## config.mk

```make
export PLATFORM = sky130hd
export DESIGN_NAME = key_entry_unit
export DESIGN_NICKNAME = d
export VERILOG_FILES = /design/src/rtl/key_entry_unit.sv
export SDC_FILE = /design/constraint.sdc
export NUM_CORES = 1
export LEC_CHECK = 0
export BUFFER_PORTS_ARGS = -buffer_cell sky130_fd_sc_hd__buf_2
export CAP_MARGIN = 25
export CORE_UTILIZATION = 40
export DETAILED_ROUTE_END_ITERATION = 10
export PLACE_DENSITY = 0.71
export SETUP_SLACK_MARGIN = 0.2
export SLEW_MARGIN = 30
export SYNTH_ARGS = -nofsm -noshare
export SYNTH_HDL_FRONTEND = slang
export SYNTH_SLANG_ARGS = --single-unit
```

## constraint.sdc

```tcl
create_clock -name IN_clk -period 4.15 [get_ports IN_clk]
set_clock_uncertainty 0.05 [all_clocks]
set_input_delay 0.83 -clock IN_clk [delete_from_list [all_inputs] [get_ports IN_clk]]
set_output_delay 0.83 -clock IN_clk [all_outputs]
set_load 0.05 [all_outputs]
```

## src/rtl/key_entry_unit.sv

```systemverilog
// Keypad entry front-end for the calculator core: turns debounced key codes into
// two BCD-entered binary operands, an ALU opcode and a one-cycle finish pulse.
module key_entry_unit #(
    parameter int MAX_DIGITS = 3
) (
    input  logic       IN_clk,
    input  logic       IN_reset,
    input  logic       IN_key_valid,
    input  logic [3:0] IN_key_code,
    input  logic       IN_clear,
    output logic [7:0] OUT_SRCH,
    output logic [7:0] OUT_SRCL,
    output logic [7:0] OUT_DSTH,
    output logic [7:0] OUT_DSTL,
    output logic [3:0] OUT_ALU_OP,
    output logic       OUT_finish,
    output logic [1:0] OUT_state,
    output logic [1:0] OUT_flag
);

    typedef enum logic [1:0] {
        ST_IDLE = 2'd0,
        ST_OPA  = 2'd1,
        ST_OP   = 2'd2,
        ST_OPB  = 2'd3
    } state_t;

    localparam logic [1:0] MAX_FLAG    = 2'(MAX_DIGITS);
    localparam logic [1:0] FLAG_CLEAR  = 2'd3;
    localparam logic [3:0] KEY_EQUALS  = 4'hF;

    state_t      state_q, state_d;
    logic [15:0] a_q, a_d;
    logic [15:0] b_q, b_d;
    logic [3:0]  op_q, op_d;
    logic        finish_q, finish_d;
    logic [1:0]  flag_q, flag_d;
    logic        key_prev_q, key_prev_d;

    logic        key_accept;
    logic        is_digit;
    logic        is_oper;
    logic        is_equals;
    logic [15:0] acc_cur;
    logic [15:0] acc_val;
    logic [1:0]  acc_flag;

    assign key_accept = IN_key_valid && !key_prev_q;
    assign is_digit   = (IN_key_code <= 4'd9);
    assign is_oper    = (IN_key_code >= 4'hA) && (IN_key_code <= 4'hE);
    assign is_equals  = (IN_key_code == KEY_EQUALS);

    // Digit accumulation shared by both operands; only the selected one is written back.
    always_comb begin
        acc_cur  = (state_q == ST_OPB) ? b_q : a_q;
        acc_val  = acc_cur;
        acc_flag = flag_q;
        if (acc_cur == 16'd0) begin
            acc_val  = {12'd0, IN_key_code};
            acc_flag = 2'd1;
        end else if (flag_q < MAX_FLAG) begin
            acc_val  = (acc_cur << 3) + (acc_cur << 1) + {12'd0, IN_key_code};
            acc_flag = flag_q + 2'd1;
        end
    end

    always_comb begin
        // NOTE: every signal gets a default before any branch, so no path can leave
        // one unassigned and infer a latch.
        state_d    = state_q;
        a_d        = a_q;
        b_d        = b_q;
        op_d       = op_q;
        flag_d     = flag_q;
        finish_d   = 1'b0;
        key_prev_d = IN_key_valid;

        if (IN_clear) begin
            state_d = ST_IDLE;
            a_d     = 16'd0;
            b_d     = 16'd0;
            op_d    = 4'd0;
            flag_d  = FLAG_CLEAR;
        end else if (key_accept) begin
            unique case (state_q)
                ST_IDLE: begin
                    if (is_digit) begin
                        a_d     = {12'd0, IN_key_code};
                        b_d     = 16'd0;
                        op_d    = 4'd0;
                        flag_d  = 2'd1;
                        state_d = ST_OPA;
                    end
                end
                ST_OPA: begin
                    if (is_digit) begin
                        a_d    = acc_val;
                        flag_d = acc_flag;
                    end else if (is_oper) begin
                        op_d    = IN_key_code;
                        flag_d  = 2'd0;
                        state_d = ST_OP;
                    end
                end
                ST_OP: begin
                    if (is_digit) begin
                        b_d     = {12'd0, IN_key_code};
                        flag_d  = 2'd1;
                        state_d = ST_OPB;
                    end else if (is_oper) begin
                        op_d = IN_key_code;
                    end
                end
                ST_OPB: begin
                    if (is_digit) begin
                        b_d    = acc_val;
                        flag_d = acc_flag;
                    end else if (is_equals) begin
                        finish_d = 1'b1;
                        flag_d   = 2'd0;
                        state_d  = ST_IDLE;
                    end
                end
                default: ;
            endcase
        end
    end

    // NOTE: sequential state uses non-blocking assignments so every flop samples
    // the pre-edge values regardless of statement order.
    always_ff @(posedge IN_clk or posedge IN_reset) begin
        if (IN_reset) begin
            state_q    <= ST_IDLE;
            a_q        <= 16'd0;
            b_q        <= 16'd0;
            op_q       <= 4'd0;
            finish_q   <= 1'b0;
            flag_q     <= FLAG_CLEAR;
            key_prev_q <= 1'b0;
        end else begin
            state_q    <= state_d;
            a_q        <= a_d;
            b_q        <= b_d;
            op_q       <= op_d;
            finish_q   <= finish_d;
            flag_q     <= flag_d;
            key_prev_q <= key_prev_d;
        end
    end

    assign OUT_SRCH   = a_q[15:8];
    assign OUT_SRCL   = a_q[7:0];
    assign OUT_DSTH   = b_q[15:8];
    assign OUT_DSTL   = b_q[7:0];
    assign OUT_ALU_OP = op_q;
    assign OUT_finish = finish_q;
    assign OUT_state  = state_q;
    assign OUT_flag   = flag_q;

endmodule

```

==> results_tabular.tex <==
\begin{tabular}{lr}
\hline
Metric & Value \\
\hline
\multicolumn{2}{l}{\textbf{STA}} \\
\quad Maximum operating frequency & 271 MHz \\
\quad Setup repair after global routing missed its margin & false \\
\quad Final TNS setup & 0 ns \\
\quad Max-slew violations & 0 \\
\quad Worst-Margin Slew & 0.791 ns \\
\quad Post-layout minimum cycle time & 3.69 ns \\
\quad Number of failing setup endpoints in the final timing report & 0 \\
\quad Worst Hold Margin & 0.436 ns \\
\quad Number of endpoints with negative hold slack in the final report & 0 \\
\quad Final worst-path cycle share & 88.9\% \\
\quad Relative max-transition margin & 47.2\% \\
\quad Worst setup margin & 0.463 ns \\
\multicolumn{2}{l}{\textbf{Final layout}} \\
\quad Final Net Count & 440 \\
\quad Fill cell total of the finished layout & 744 \\
\quad Number of inserted diodes & 0 \\
\quad Syn-to-layout area delta & 15.6\% \\
\quad Share of post-route cells with drive strength above 1 & 21.0\% \\
\quad Final Instance Count excl. Fillers & 502 \\
\quad Area of all placed cells without fillers & 0.00369 mm2 \\
\quad Post-Route Utilization & 47.8\% \\
\multicolumn{2}{l}{\textbf{Worst setup path}} \\
\quad Worst reg-to-reg setup slack & 0.46 ns \\
\quad Kind of end point of the critical path & register \\
\quad R2r startpoint & OUT\_state[1]\$\_DFFE\_PP0P\_ \\
\quad Largest stage delay on the critical path & 0.54 ns \\
\quad Crit-path cells & ha\_4 > o21ai\_0 > fa\_1 > fa\_1 > a211oi\_1 > o21ai\_0 > a21oi\_1 > o221ai\_1 > o21ai\_0 \\
\quad Element type at the critical path start & register \\
\quad Worst Path Arrival & 3.86 ns \\
\quad CP max FO & 14 \\
\quad Length in cells of the worst reg-to-reg path & 9 \\
\quad Slowest cell on the critical path & sky130\_fd\_sc\_hd\_\_fa\_1 \\
\quad Capturing point of the worst reg2reg path & b\_q[12]\$\_DFFE\_PP0P\_ \\
\quad Most common cell on crit path & sky130\_fd\_sc\_hd\_\_o21ai\_0 \\
\quad Crit path required time & 4.32 ns \\
\quad Critical path type & register to register \\
\multicolumn{2}{l}{\textbf{Synthesis}} \\
\quad Number of synthesized flops with an enable pin & 0 \\
\quad Area share of and/or/nand/nor cells after synthesis & 17.8\% \\
\quad Leading post-synthesis cells by cell area & sky130\_fd\_sc\_hd\_\_dfrtp\_1, sky130\_fd\_sc\_hd\_\_ha\_1, sky130\_fd\_sc\_hd\_\_nand2\_1, sky130\_fd\_sc\_hd\_\_mux2i\_1, sky130\_fd\_sc\_hd\_\_o21ai\_0 \\
\quad Post-synthesis instance area & 0.00320 mm2 \\
\quad Asr flop ratio synth & 100\% \\
\quad Fraction of post-synthesis cell area in the top cell type by area & 31.3\% \\
\quad Post-synth top area cell & sky130\_fd\_sc\_hd\_\_dfrtp\_1 \\
\quad Area share of xor/xnor cells in the synthesized design & 2.47\% \\
\quad Number of storage elements in the synthesis netlist & 42 \\
\quad Dominant cell by count in the synthesized netlist & sky130\_fd\_sc\_hd\_\_nand2\_1 \\
\quad Synthesized instance count & 353 \\
\quad Compound-gate portion of the synthesized area & 20.9\% \\
\quad Synth cell types & 60 \\
\quad Synth Area per Inst & 9.05 um2 \\
\quad Synthesized net count & 394 \\
\quad Post-synthesis mux area share & 9.24\% \\
\quad Post-synth top flop & sky130\_fd\_sc\_hd\_\_dfrtp\_1 \\
\quad Count of yosys warnings during synthesis & 0 \\
\quad Combinational family with the most area after synthesis & compound AO/OA/AOI/OAI gates \\
\quad Share of the yosys chip area belonging to registers & 33.0\% \\
\quad Leading cell types by count after synthesis & sky130\_fd\_sc\_hd\_\_nand2\_1, sky130\_fd\_sc\_hd\_\_dfrtp\_1, sky130\_fd\_sc\_hd\_\_o21ai\_0 \\
\quad Post-Synth Adder-Cell Area & 13.4\% \\
\multicolumn{2}{l}{\textbf{Global routing}} \\
\quad Largest net degree at the start of global routing & 30 \\
\quad Wire length of the first global-routing pass & 14.8 mm \\
\quad Vias in the first global route & 2,888 \\
\quad Global Route Usage Sum & 22.3\% \\
\quad Number of antenna violations at the first check in global routing & 0 \\
\quad Total gr overflow & 0 \\
\multicolumn{2}{l}{\textbf{Floorplan}} \\
\quad Count of pins on the block boundary & 49 \\
\quad Core box area & 0.00773 mm2 \\
\quad Die boundary width & 91.4 um \\
\quad Number of standard-cell rows in the floorplan & 32 \\
\quad Overall die height & 91.4 um \\
\quad Total die area & 0.00835 mm2 \\
\quad Initial cell density of the core & 41.4\% \\
\multicolumn{2}{l}{\textbf{CTS}} \\
\quad TritonCTS clock tree & built \\
\quad Clock transition time at the flip-flop clock pins of the worst setup and hold paths & 0.09 ns \\
\quad Maximum buffer depth of the clock tree & 2 \\
\quad CTS buffer count & 5 \\
\quad Hold-fix buffers at CTS & 0 \\
\quad Depth of the CTS H-tree & 2 \\
\quad Buffer cell driving the clock tree root & sky130\_fd\_sc\_hd\_\_clkbuf\_8 \\
\quad Clock Latency Late Sink & 0.30 ns \\
\quad \# clock sinks & 42 \\
\multicolumn{2}{l}{\textbf{Placement}} \\
\quad Post-place setup slack & 0.287 ns \\
\quad Global placer's final weighted congestion & 0.938 \\
\quad Quantity of I/O buffers inserted on ports & 48 \\
\quad Placed Area & 0.00353 mm2 \\
\quad Total half-perimeter wirelength after legalization and detailed placement & 6.78 mm \\
\quad Cell count after placement & 494 \\
\multicolumn{2}{l}{\textbf{Routing}} \\
\quad Vias after detailed routing & 3,032 \\
\quad Number of vias per cell & 6.04 \\
\quad Count of antenna-violating nets left after detailed routing & 0 \\
\quad Number of DRC markers in iteration 0 & 258 \\
\quad First-pass detailed-route iteration total & 5 \\
\quad DRC violations left & 0 \\
\quad Routed wire per std cell & 18.2 um \\
\quad Routed wire length & 9.11 mm \\
\multicolumn{2}{l}{\textbf{Power and ir drop}} \\
\quad Power share of the clock group & 37.0\% \\
\quad Switch Pwr & 0.325 mW \\
\quad Comb power frac & 22.4\% \\
\quad P per Cell Area & 287 mW/mm2 \\
\quad Share of power burned in registers & 40.6\% \\
\quad Overall power & 1.06 mW \\
\quad VDD IR-drop max & 0.152 mV \\
\quad Leakage power & 1.85 nW \\
\quad Fraction of power spent switching nets & 30.7\% \\
\quad Cell Int Power & 0.735 mW \\
\multicolumn{2}{l}{\textbf{Hold path}} \\
\quad Hold Path Origin & OUT\_ALU\_OP[1]\$\_DFFE\_PP0P\_ \\
\quad Min-Delay Path Depth & 2 \\
\quad Worst min-delay path category & register to register \\
\quad End point of the worst hold path & OUT\_ALU\_OP[1]\$\_DFFE\_PP0P\_ \\
\multicolumn{2}{l}{\textbf{Job}} \\
\quad Max-capacitance violation count & 0 \\
\multicolumn{2}{l}{\textbf{Status}} \\
\quad Result of the run & finished, final reports clean \\
\hline
\end{tabular}
==> cell families after synthesis <==
| kind of cell | Yosys count |
|---|---|
| compound gates | 99 |
| xor+xnor | 9 |
| fa+ha+maj | 33 |
| buf+inv | 25 |
| flops | 42 |
| mux | 28 |
| simple gates | 117 |
==> sequential cells by signal, summed over array words and instances (netlist names) <==
signal / count
b_q: 16
key_prev_q: 1
OUT_finish: 1
a_q: 16
OUT_state: 2
OUT_ALU_OP: 4
OUT_flag: 2
==> worst max-delay path by stage <==
| stage | startpoint | to | slack (ns) |
|---|---|---|---|
| floorplan | OUT_state[1]$_DFFE_PP0P_ | a_q[15]$_DFFE_PP0P_ | 0.32 |
| global placement | OUT_state[0]$_DFFE_PP0P_ | b_q[10]$_DFFE_PP0P_ | 0.43 |
| detailed placement | OUT_state[1]$_DFFE_PP0P_ | b_q[10]$_DFFE_PP0P_ | 0.29 |
| CTS | OUT_state[1]$_DFFE_PP0P_ | b_q[10]$_DFFE_PP0P_ | 0.30 |
| global route | OUT_state[0]$_DFFE_PP0P_ | a_q[12]$_DFFE_PP0P_ | 0.28 |
| finish | OUT_state[1]$_DFFE_PP0P_ | b_q[12]$_DFFE_PP0P_ | 0.46 |
==> timing repair <==
action / 4_1_cts / 5_1_grt
buffers inserted: 0 / 0
setup endpoints to repair: 0 / 11
resized for setup: 0 / 2
==> cell usage in the layout (no fill, tap or decap), types with 3 or more instances in the layout <==
master                     Yosys  final
sky130_fd_sc_hd__xor2_1        4      4
sky130_fd_sc_hd__o221ai_1      4      4
sky130_fd_sc_hd__ha_1         31     30
sky130_fd_sc_hd__nor2b_1       3      3
sky130_fd_sc_hd__a21o_1        3      3
sky130_fd_sc_hd__buf_2         3     48
sky130_fd_sc_hd__a22o_1       10     10
sky130_fd_sc_hd__dfrtp_1      40     40
sky130_fd_sc_hd__mux2_2       11     11
sky130_fd_sc_hd__a211oi_1      6      6
sky130_fd_sc_hd__buf_4         1      3
sky130_fd_sc_hd__o21ai_0      32     32
sky130_fd_sc_hd__nor2_1       31     30
sky130_fd_sc_hd__xnor2_1       5      5
sky130_fd_sc_hd__inv_1        13     12
sky130_fd_sc_hd__o21a_1        3      3
sky130_fd_sc_hd__nor3_1        5      5
sky130_fd_sc_hd__nor4_1        5      5
sky130_fd_sc_hd__mux2i_1      16     16
sky130_fd_sc_hd__nand4b_1      3      3
sky130_fd_sc_hd__a21oi_1      20     20
sky130_fd_sc_hd__nand2_1      45     45
sky130_fd_sc_hd__nand3_1       6      6
sky130_fd_sc_hd__clkbuf_8      0      5
==> power by group through the flow <==
stage	Combinational, mW	Clock, mW	Sequential [mW]
2_1_floorplan	0.146	0	0.467
3_3_place_gp	0.226	0	0.438
3_5_place_dp	0.232	0	0.438
4_1_cts	0.234	0.397	0.430
5_1_grt	0.260	0.411	0.432
6_report	0.237	0.392	0.431
==> layout make-up <==
type                       instances  area [um2]  share of cell area [%]
multi-input combinational        286        2060                    55.9
sequential                        42        1050                    28.5
timing repair buffer              51         263                    7.11
tap                              102         128                    3.46
clock buffer                       5        68.8                    1.86
clock inverter                     3        68.8                    1.86
inverter                          13        48.8                    1.32
==> per-layer routing <==
layer	wire length, um	track usage [%]
met4	292	9.79
met2	4180	35.5
met1	3930	29.9
met3	703	3.27
met5	0	0
==> critical path, delay by kind of cell (launching register included) <==
| kind | cells | cell delay, ns |
|---|---|---|
| fa+ha+maj | 3 | 1.29 |
| compound gates | 6 | 1.81 |
| flops | 1 | 0.45 |
Note: power is estimated with default switching activity, not from simulation.
